## src/rtl/heat_column_responder_if.sv

```systemverilog
// -----------------------------------------------------------------------------
// heat_column_responder_if
// Column-bus and scan-out bundle for one heat-map display column.
//   master : column-bus initiator plus VGA pixel pipeline side
//   slave  : the column responder
// Signals:
//   col_select  initiator -> responder  level select, held until acknowledged
//   row_select  initiator -> responder  target row (ROW_W)
//   write_data  initiator -> responder  signed heat value (DATA_W)
//   return_sig  responder -> initiator  acknowledge
//   scan_req    pipeline  -> responder  one-cycle scan-out request
//   scan_row    pipeline  -> responder  scan-out row index (ROW_W)
//   scan_data   responder -> pipeline   scan-out value (DATA_W)
//   scan_valid  responder -> pipeline   one-cycle qualifier for scan_data
//   row_err     responder -> initiator  sticky out-of-range write flag
// -----------------------------------------------------------------------------
interface heat_column_responder_if #(
  parameter int ROW_W  = 10,
  parameter int DATA_W = 8
);
  logic              col_select;
  logic [ROW_W-1:0]  row_select;
  logic [DATA_W-1:0] write_data;
  logic              return_sig;
  logic              scan_req;
  logic [ROW_W-1:0]  scan_row;
  logic [DATA_W-1:0] scan_data;
  logic              scan_valid;
  logic              row_err;

  modport master (
    output col_select, row_select, write_data, scan_req, scan_row,
    input  return_sig, scan_data, scan_valid, row_err
  );

  modport slave (
    input  col_select, row_select, write_data, scan_req, scan_row,
    output return_sig, scan_data, scan_valid, row_err
  );
endinterface

```

## src/rtl/heat_column_responder.sv

```systemverilog
// -----------------------------------------------------------------------------
// heat_column_responder
// Column-side responder for the heat-map column bus. A rising column select
// latches row and heat value, writes the value into a private M10K column
// buffer and acknowledges with a four-phase handshake. An independent scan-out
// port reads the same buffer for the VGA pixel pipeline (two-cycle latency,
// fully pipelined, read-before-write on address collision).
//
// Ports:
//   clock  system clock (CLOCK_50 domain)
//   reset  asynchronous active-low reset
//   bus    heat_column_responder_if.slave (column bus + scan-out port)
//
// Build option:
//   HEAT_ACCUM_EN  when defined, writes become saturating read-modify-writes
//                  (IDLE, RD, WAIT, ADD, WRITE, ACK). Undefined: plain overwrite.
// -----------------------------------------------------------------------------
module heat_column_responder #(
  parameter int ROWS   = 480,
  parameter int ROW_W  = 10,
  parameter int DATA_W = 8
) (
  input logic                   clock,
  input logic                   reset,
  heat_column_responder_if.slave bus
);

  localparam int               AW     = (ROWS > 1) ? $clog2(ROWS) : 1;
  localparam logic [ROW_W-1:0] ROWS_L = ROW_W'(ROWS);

`ifdef HEAT_ACCUM_EN
  typedef enum logic [2:0] {
    ST_IDLE  = 3'd0,
    ST_RD    = 3'd1,
    ST_WAIT  = 3'd2,
    ST_ADD   = 3'd3,
    ST_WRITE = 3'd4,
    ST_ACK   = 3'd5
  } state_t;
`else
  typedef enum logic [1:0] {
    ST_IDLE  = 2'd0,
    ST_WRITE = 2'd1,
    ST_ACK   = 2'd2
  } state_t;
`endif

  state_t            state;
  state_t            state_next;
  logic              latch_en;
  logic              idle_ready;
  logic [ROW_W-1:0]  lat_row;
  logic [DATA_W-1:0] lat_data;
  logic              lat_row_ok;

  logic [DATA_W-1:0] mem [ROWS];
  logic              mem_we;
  logic [AW-1:0]     mem_wa;
  logic [DATA_W-1:0] mem_wd;
  logic [AW-1:0]     mem_ra;
  logic [DATA_W-1:0] rd_q;
  logic [ROW_W-1:0]  rd_addr;
  logic              rd_ok;

  logic              scan_go;
  logic [ROW_W-1:0]  scan_addr;
  logic              s1_valid;
  logic              s1_ok;

  assign lat_row_ok = (lat_row < ROWS_L);
  assign mem_we     = (state == ST_WRITE) && lat_row_ok;
  assign mem_wa     = lat_row_ok ? lat_row[AW-1:0] : '0;
  assign rd_ok      = (rd_addr < ROWS_L);
  // Out-of-range reads are pointed at row 0; their data is zeroed at the output
  assign mem_ra     = rd_ok ? rd_addr[AW-1:0] : '0;

`ifdef HEAT_ACCUM_EN
  logic              pend_valid;
  logic [ROW_W-1:0]  pend_row;
  logic [DATA_W-1:0] old_val;
  logic [DATA_W-1:0] sum_val;

  // Signed add of two DATA_W values, clamped to the representable range
  function automatic logic [DATA_W-1:0] sat_add(
    input logic [DATA_W-1:0] a,
    input logic [DATA_W-1:0] b
  );
    logic [DATA_W:0] sum;
    sum = {a[DATA_W-1], a} + {b[DATA_W-1], b};
    if (sum[DATA_W] != sum[DATA_W-1]) begin
      sat_add = sum[DATA_W] ? {1'b1, {(DATA_W-1){1'b0}}} : {1'b0, {(DATA_W-1){1'b1}}};
    end else begin
      sat_add = sum[DATA_W-1:0];
    end
  endfunction

  // Only start a new RMW once no deferred scan is waiting, so the single
  // deferral slot can never overflow
  assign idle_ready = ~pend_valid;
  assign mem_wd     = sum_val;

  // Read-port arbitration: RMW read first, then a deferred scan, then a new scan
  always_comb begin
    scan_go   = 1'b0;
    scan_addr = bus.scan_row;
    rd_addr   = bus.scan_row;
    if (state == ST_RD) begin
      scan_go = 1'b0;
      rd_addr = lat_row;
    end else if (pend_valid) begin
      scan_go   = 1'b1;
      scan_addr = pend_row;
      rd_addr   = pend_row;
    end else begin
      scan_go   = bus.scan_req;
      scan_addr = bus.scan_row;
      rd_addr   = bus.scan_row;
    end
  end

  // Deferral slot for a scan request that lost the read port this cycle
  always_ff @(posedge clock or negedge reset) begin
    if (!reset) begin
      pend_valid <= 1'b0;
      pend_row   <= '0;
    end else if (bus.scan_req && ((state == ST_RD) || pend_valid)) begin
      pend_valid <= 1'b1;
      pend_row   <= bus.scan_row;
    end else begin
      pend_valid <= 1'b0;
    end
  end

  // RMW datapath: capture the stored value, then form the saturated sum
  always_ff @(posedge clock or negedge reset) begin
    if (!reset) begin
      old_val <= '0;
      sum_val <= '0;
    end else begin
      if (state == ST_WAIT) begin
        old_val <= rd_q;
      end
      if (state == ST_ADD) begin
        sum_val <= sat_add(old_val, lat_data);
      end
    end
  end
`else
  assign idle_ready = 1'b1;
  assign mem_wd     = lat_data;

  // Scan requests own the read port outright
  always_comb begin
    scan_go   = bus.scan_req;
    scan_addr = bus.scan_row;
    rd_addr   = bus.scan_row;
  end
`endif

  // Handshake state register
  always_ff @(posedge clock or negedge reset) begin
    if (!reset) begin
      state <= ST_IDLE;
    end else begin
      state <= state_next;
    end
  end

  // Handshake next-state logic
  always_comb begin
    state_next = state;
    latch_en   = 1'b0;
    case (state)
      ST_IDLE: begin
        if (bus.col_select && idle_ready) begin
          latch_en = 1'b1;
`ifdef HEAT_ACCUM_EN
          state_next = ST_RD;
`else
          state_next = ST_WRITE;
`endif
        end else begin
          state_next = ST_IDLE;
        end
      end
`ifdef HEAT_ACCUM_EN
      ST_RD:   state_next = ST_WAIT;
      ST_WAIT: state_next = ST_ADD;
      ST_ADD:  state_next = ST_WRITE;
`endif
      ST_WRITE: state_next = ST_ACK;
      ST_ACK: begin
        // Stay acknowledged until select drops; IDLE then needs a fresh rise
        if (!bus.col_select) begin
          state_next = ST_IDLE;
        end else begin
          state_next = ST_ACK;
        end
      end
      default: state_next = ST_IDLE;
    endcase
  end

  // Row/value capture on the accepting cycle only; later bus changes are ignored
  always_ff @(posedge clock or negedge reset) begin
    if (!reset) begin
      lat_row  <= '0;
      lat_data <= '0;
    end else if (latch_en) begin
      lat_row  <= bus.row_select;
      lat_data <= bus.write_data;
    end
  end

  // Registered acknowledge and sticky out-of-range flag
  always_ff @(posedge clock or negedge reset) begin
    if (!reset) begin
      bus.return_sig <= 1'b0;
      bus.row_err    <= 1'b0;
    end else begin
      bus.return_sig <= (state_next == ST_ACK);
      if ((state == ST_WRITE) && !lat_row_ok) begin
        bus.row_err <= 1'b1;
      end
    end
  end

  // M10K column buffer: the read returns the pre-write contents on collision
  always_ff @(posedge clock) begin
    if (mem_we) begin
      mem[mem_wa] <= mem_wd;
    end
    rd_q <= mem[mem_ra];
  end

  // Scan-out pipeline: request stage, then registered output stage
  always_ff @(posedge clock or negedge reset) begin
    if (!reset) begin
      s1_valid       <= 1'b0;
      s1_ok          <= 1'b0;
      bus.scan_valid <= 1'b0;
      bus.scan_data  <= '0;
    end else begin
      s1_valid       <= scan_go;
      s1_ok          <= (scan_addr < ROWS_L);
      bus.scan_valid <= s1_valid;
      if (s1_valid) begin
        bus.scan_data <= s1_ok ? rd_q : '0;
      end
    end
  end

endmodule

```

## src/flat_wrapper.sv

```systemverilog
// flat-port wrapper written by rule: the top's interface ports become plain ports
module heat_column_responder_flat 
#(
  parameter int ROWS   = 480,
  parameter int ROW_W  = 10,
  parameter int DATA_W = 8
)
  (clock, reset, bus_col_select, bus_row_select, bus_write_data, bus_scan_req, bus_scan_row, bus_return_sig, bus_scan_data, bus_scan_valid, bus_row_err);
  heat_column_responder_if #(.ROW_W(ROW_W), .DATA_W(DATA_W)) bus_i ();
  input logic clock;
  input logic reset;
  input wire logic [$bits(bus_i.col_select)-1:0] bus_col_select;
  input wire logic [$bits(bus_i.row_select)-1:0] bus_row_select;
  input wire logic [$bits(bus_i.write_data)-1:0] bus_write_data;
  input wire logic [$bits(bus_i.scan_req)-1:0] bus_scan_req;
  input wire logic [$bits(bus_i.scan_row)-1:0] bus_scan_row;
  output wire logic [$bits(bus_i.return_sig)-1:0] bus_return_sig;
  output wire logic [$bits(bus_i.scan_data)-1:0] bus_scan_data;
  output wire logic [$bits(bus_i.scan_valid)-1:0] bus_scan_valid;
  output wire logic [$bits(bus_i.row_err)-1:0] bus_row_err;
  assign bus_i.col_select = bus_col_select;
  assign bus_i.row_select = bus_row_select;
  assign bus_i.write_data = bus_write_data;
  assign bus_i.scan_req = bus_scan_req;
  assign bus_i.scan_row = bus_scan_row;
  assign bus_return_sig = bus_i.return_sig;
  assign bus_scan_data = bus_i.scan_data;
  assign bus_scan_valid = bus_i.scan_valid;
  assign bus_row_err = bus_i.row_err;
  heat_column_responder #(.ROWS(ROWS), .ROW_W(ROW_W), .DATA_W(DATA_W)) u_core (.clock(clock), .reset(reset), .bus(bus_i));
endmodule
```

## config.mk

```make
export PLATFORM = sky130hd
export DESIGN_NAME = heat_column_responder_flat
export DESIGN_NICKNAME = d
export VERILOG_FILES = /design/src/rtl/heat_column_responder_if.sv /design/src/rtl/heat_column_responder.sv /design/src/flat_wrapper.sv
export SDC_FILE = /design/constraint.sdc
export NUM_CORES = 2
export LEC_CHECK = 0
export CAP_MARGIN = 5
export CORE_MARGIN = 4
export CORE_UTILIZATION = 60
export DETAILED_ROUTE_END_ITERATION = 8
export PLACE_DENSITY = 0.75
export SLEW_MARGIN = 20
export SYNTH_ARGS = -nofsm -noshare
export SYNTH_HDL_FRONTEND = slang
export SYNTH_SLANG_ARGS = --single-unit
```

## constraint.sdc

```tcl
create_clock -name clock -period 7.9 [get_ports clock]
set_clock_uncertainty 0.2 [all_clocks]
set_input_delay 1.58 -clock clock [delete_from_list [all_inputs] [get_ports clock]]
set_output_delay 1.58 -clock clock [all_outputs]
set_load 0.01 [all_outputs]
```

After elaboration in Yosys (flattened, before gate mapping)
Memory sizes are Yosys's and may differ from the RTL's. A register that Yosys moved wholly into a read port is not among the register bits.
Index checks and enable logic that the tools add are counted.
- bits in registers: 33
- bits in writable memories: 3840
- input bits: 32
- output and inout bits: 11
- logic and storage cells: 29
- memories kept: 1
- memory list (memory ; depth ; bits a word ; read ports ; clocked after Yosys merged registers in ; wr ports ; line ; RTL):
    u_core.mem ; 480 ; 8 ; 1 ; 1 ; 1 ; heat_column_responder.sv:56 ; logic [DATA_W-1:0] mem [ROWS];
- magnitude comparators: 2
- equal/unequal tests: 3
- muxes and demuxes: 10
- reduce and logical (&&, ||, !) cells: 4
- operators by type and width (operator ; count):
    $lt 10x9->1 const B ; 2
    $mux 9 ; 2
    $mux 8 ; 1
    $pmux 2 s3 ; 1
    $mux 1 ; 5
    $eq 2x2->1 const B ; 2
    $eq 2x1->1 const B ; 1
    $logic_and 1x1->1 ; 2
    $logic_not 2->1 ; 1
    $mux 2 ; 1
    $logic_not 1->1 ; 1

Logic depth before layout (Yosys ltp)
- depth in word-level cells: 4
- gate-level depth with buffers: 14
- mapped depth without buffers: 9

Least setup slack after synthesis
Ideal clock, no wire load.
- path type: reg-to-reg
- from: register u_core.lat_data[0]
- to: memory u_core.mem[0][0] (data pin)
- library setup time: 1.329 ns
- arrival: 5.701 ns
- data required time: 6.371 ns
- setup slack: 0.670 ns
- cell stages (with the launch flop): 1
- buffers on the path: 0
- clock period less this slack: 7.230 ns
- cells stage by stage: dfrtp_1
- RTL lines (item ; line ; RTL):
    start, declared ; heat_column_responder.sv:53 ; logic [DATA_W-1:0] lat_data;
    start signal, assigned ; heat_column_responder.sv:211 ; lat_data <= bus.write_data;
    end, declared ; heat_column_responder.sv:56 ;
Straight into the memory's write port.

Worst setup path in the final report
- from: input bus_scan_row[5]
- to: register u_core.rd_q[6] (read register of u_core.mem)
- word-level cells in the longest chain between the ends: 2
- RTL lines (item ; line ; RTL):
    start, declared ; flat_wrapper.sv:16 ; input wire logic [$bits(bus_i.scan_row)-1:0] bus_scan_row;
    $lt 10x9->1 ; heat_column_responder.sv:73 ; assign rd_ok = (rd_addr < ROWS_L);
    $mux 9 (*) ; heat_column_responder.sv:75 ; assign mem_ra = rd_ok ? rd_addr[AW-1:0] : '0;
    end, declared ; heat_column_responder.sv:61 ; logic [DATA_W-1:0] rd_q;
Every way passes the cells marked *; elsewhere a longest branch is shown, timed or not.
A chain may end at the register's enable or synchronous reset.

==> impl_metrics.py <==
metrics = {
    "route": {
        "ant_nets": 0,
        "drt-total-wl_mm": 421,
        "via_per_inst": 6.94,
        "drc_errors": 0,
        "dr.pass1.iters": 8,
        "wire_per_inst_um": 32.2,
        "vias": 90700,
        "drt-initial-drc-count": 14900,
    },
    "clocking": {
        "cts_setup_buffers": 0,
        "cts_buffers": 389,
        "cts_resized": 0,
        "clock_latency_ps": 990,
        "ctsRootBufferMaster": "clkbuf_16",
        "cts_tree": "built",
        "clock-sinks": 3881,
        "htreeDepth": 5,
        "ctsHoldBuffers": 0,
        "clkTransAtPathRegs_ps": 60,
        "ctsLongestPathBuffers": 4,
    },
    "grt": {
        "grt.total_usage_pct": 31.2,
        "grt_max_degree": 186,
        "antenna_found_initial": 26,
        "grt_pass1_vias": 87400,
        "grt_overflow": 0,
        "grt_pass1_wl_mm": 604,
    },
    "outcome": {
        "status": "completed",
    },
    "pwr": {
        "power_mw": 50.4,
        "power_density_nw_per_um2": 297,
        "leakage_nw": 55.3,
        "peakVddDrop_mv": 0.902,
    },
    "sta": {
        "rsz0062_at_grt": "no",
        "final.setup.tns_ps": 0,
        "fmax_mhz": 159,
        "period_share_pct": 79.6,
        "worstMarginPinSlew_ps": 1250,
        "relSlewSlack_pct": 15.2,
        "hold_viol_final": 0,
        "period_needed_ps": 6290,
        "finalSetupViolCount": 0,
        "report.final.slew_viol_count": 0,
    },
    "synth": {
        "synthArstFlopShare_pct": 0.850,
        "post-synth-top-area-cell": "edfxtp_1",
        "ys_warn_count": 0,
        "synth_seq_cells": 3881,
        "yosys-top-cells-count": "edfxtp_1, mux2i_1, nor2_1",
        "postSynthCellCount": 9464,
        "netlist_top_cells_area": "edfxtp_1, mux2i_1, nor2_1",
        "syn_area_per_cell_um2": 16.3,
        "synth-main-ff-cell": "edfxtp_1",
        "yosysMostFrequentCell": "edfxtp_1",
        "yosysSeqAreaShare_pct": 75.4,
        "synth_cell_type_count": 84,
        "synth_top_cell_area_share_pct": 74.8,
        "syn-num-nets": 9496,
        "synth_area_um2": 154000,
        "synth_edf_count": 3840,
    },
    "hold_path": {
        "hold_path_class": "register to register",
        "min_from": "u_core.state[1]$_DFF_PN0_",
    },
    "setup_path": {
        "startpoint_type": "primary input",
        "end_kind": "register",
        "worstSetupPathType": "primary input to register",
        "cp.required_ps": 8590,
        "crit_start": "bus_scan_row[5]",
        "regToRegStartpoint": "u_core.lat_row[7]$_DFFE_PN0P_",
        "crit_fanout": 64,
        "cp_data_arrival_time_ps": 6980,
    },
    "die": {
        "initial_utilization_pct": 60.5,
        "coreArea_um2": 255000,
        "num_io_pins": 43,
        "die-area_um2": 265000,
        "die_y_um": 515,
        "chipWidth_um": 515,
        "num_rows": 185,
    },
    "layout": {
        "regArea_um2": 116000,
        "nNetsFinal": 9428,
        "layout-drive-gt1-share_pct": 11.0,
        "syn_to_final_growth_pct": 10.1,
        "final_util_pct": 66.6,
        "nFillCells": 16300,
        "multi_input_area_um2": 34600,
    },
    "place": {
        "dp_hpwl_mm": 243,
        "routabilityCongestion": 0.907,
        "io_buffers": 42,
    },
    "job": {
        "maxCapViolations": 0,
    },
}
## cell type report
| cell class | instances | share of cell area [%] |
|---|---|---|
| diodes | 11 | 0.0162 |
| flip-flops and latches | 3881 | 68.5 |
| repair buffers | 221 | 1.32 |
| multi-input cells | 4888 | 20.4 |
| clock inverters | 204 | 1.20 |
| inverters | 15 | 0.0398 |
| well taps | 3366 | 2.48 |
| clock buffers | 481 | 6.08 |
## through the flow
stage	setup slack, ps	instances	cell area (um2)	hold WS, ps
detailed placement	1000	12400	157000	275
finish	1610	13100	170000	314
floorplan	670	9464	154000	239
CTS	1880	13100	170000	307
global route	1750	13100	170000	327
global placement	513	12400	157000	273
## flip-flops by register name (all words and copies together), names as in the netlist
signal                 count
u_core.s1_ok               1
u_core.mem              3840
u_core.lat_data            8
u_core.bus.row_err         1
u_core.state               2
u_core.rd_q                8
u_core.s1_valid            1
u_core.bus.scan_data       8
u_core.bus.scan_valid      1
u_core.lat_row            10
u_core.bus.return_sig      1
## critical path, cell delays in order
cell	delay, ps
clkdlybuf4s50_1	590
buf_4	300
a41o_4	430
inv_8	280
nand3_4	590
buf_4	550
o22ai_1	150
o211ai_1	550
o311ai_1	230
buf_2	240
and4_1	270
a31oi_1	840
o41a_1	310
## report_power, final
| part | internal, mW | switching (mW) |
|---|---|---|
| sequential | 25.9 | 0.561 |
| combinational | 0.894 | 4.95 |
| clock | 10.6 | 7.55 |
| total | 37.4 | 13.1 |
## per-layer routing
| metal | GRT usage, % | vias to the layer above | wire length (um) | share of wire [%] |
|---|---|---|---|---|
| met4 | 15.4 | 20 | 22900 | 5.4 |
| met2 | 46.6 | 6692 | 191000 | 45 |
| met1 | 42.4 | 45400 | 151000 | 36 |
| met3 | 8.86 | 1085 | 56300 | 13 |
| met5 | 0.457 | - | 203 | 0.048 |
| li1 | - | 37500 | - | - |
## cell families (layout without fill, tap and decap cells)
logic type | Yosys count | count (layout) | share of synthesized area [%]
AOI/OAI and AO/OA | 2089 | 2089 | 8.79
buffers and inverters | 695 | 921 | 2.33
DFF | 3881 | 3881 | 75.4
muxes | 1336 | 1336 | 9.42
other | 0 | 11 | 0
and+or+nand+nor | 1463 | 1463 | 4.05
## worst paths after layout
| check | end | slack (ps) | cells after the start |
|---|---|---|---|
| worst max register to register | u_core.mem[442][1]$_DFFE_PP_ | 3670 | 7 |
| min in group asynchronous | u_core.lat_data[5]$_DFFE_PN0P_ | 460 | 1 |
| max in group asynchronous | u_core.lat_data[6]$_DFFE_PN0P_ | 6480 | 1 |
| worst max-delay path | u_core.rd_q[6]$_DFF_P_ | 1610 | 13 |
| worst min-delay path | u_core.state[0]$_DFF_PN0_ | 310 | 1 |
| worst min register to register | u_core.state[0]$_DFF_PN0_ | 310 | 1 |
## cell usage in the layout, fill, tap and decap left out, types with 57 or more instances in the layout
| cell | count |
|---|---|
| mux4_2 | 73 |
| mux2i_1 | 1072 |
| a22oi_1 | 82 |
| o22ai_1 | 470 |
| clkinv_2 | 59 |
| nor2_1 | 815 |
| buf_4 | 140 |
| o211ai_1 | 121 |
| o22a_1 | 90 |
| a31oi_1 | 57 |
| o21ai_0 | 314 |
| clkbuf_1 | 75 |
| a21oi_1 | 484 |
| nand3_1 | 92 |
| mux2_2 | 191 |
| nand2_1 | 285 |
| clkbuf_16 | 396 |
| edfxtp_1 | 3840 |
| clkinv_1 | 85 |
| nor3_1 | 70 |
| o221ai_1 | 140 |
Power figures use the tool's default switching activity.
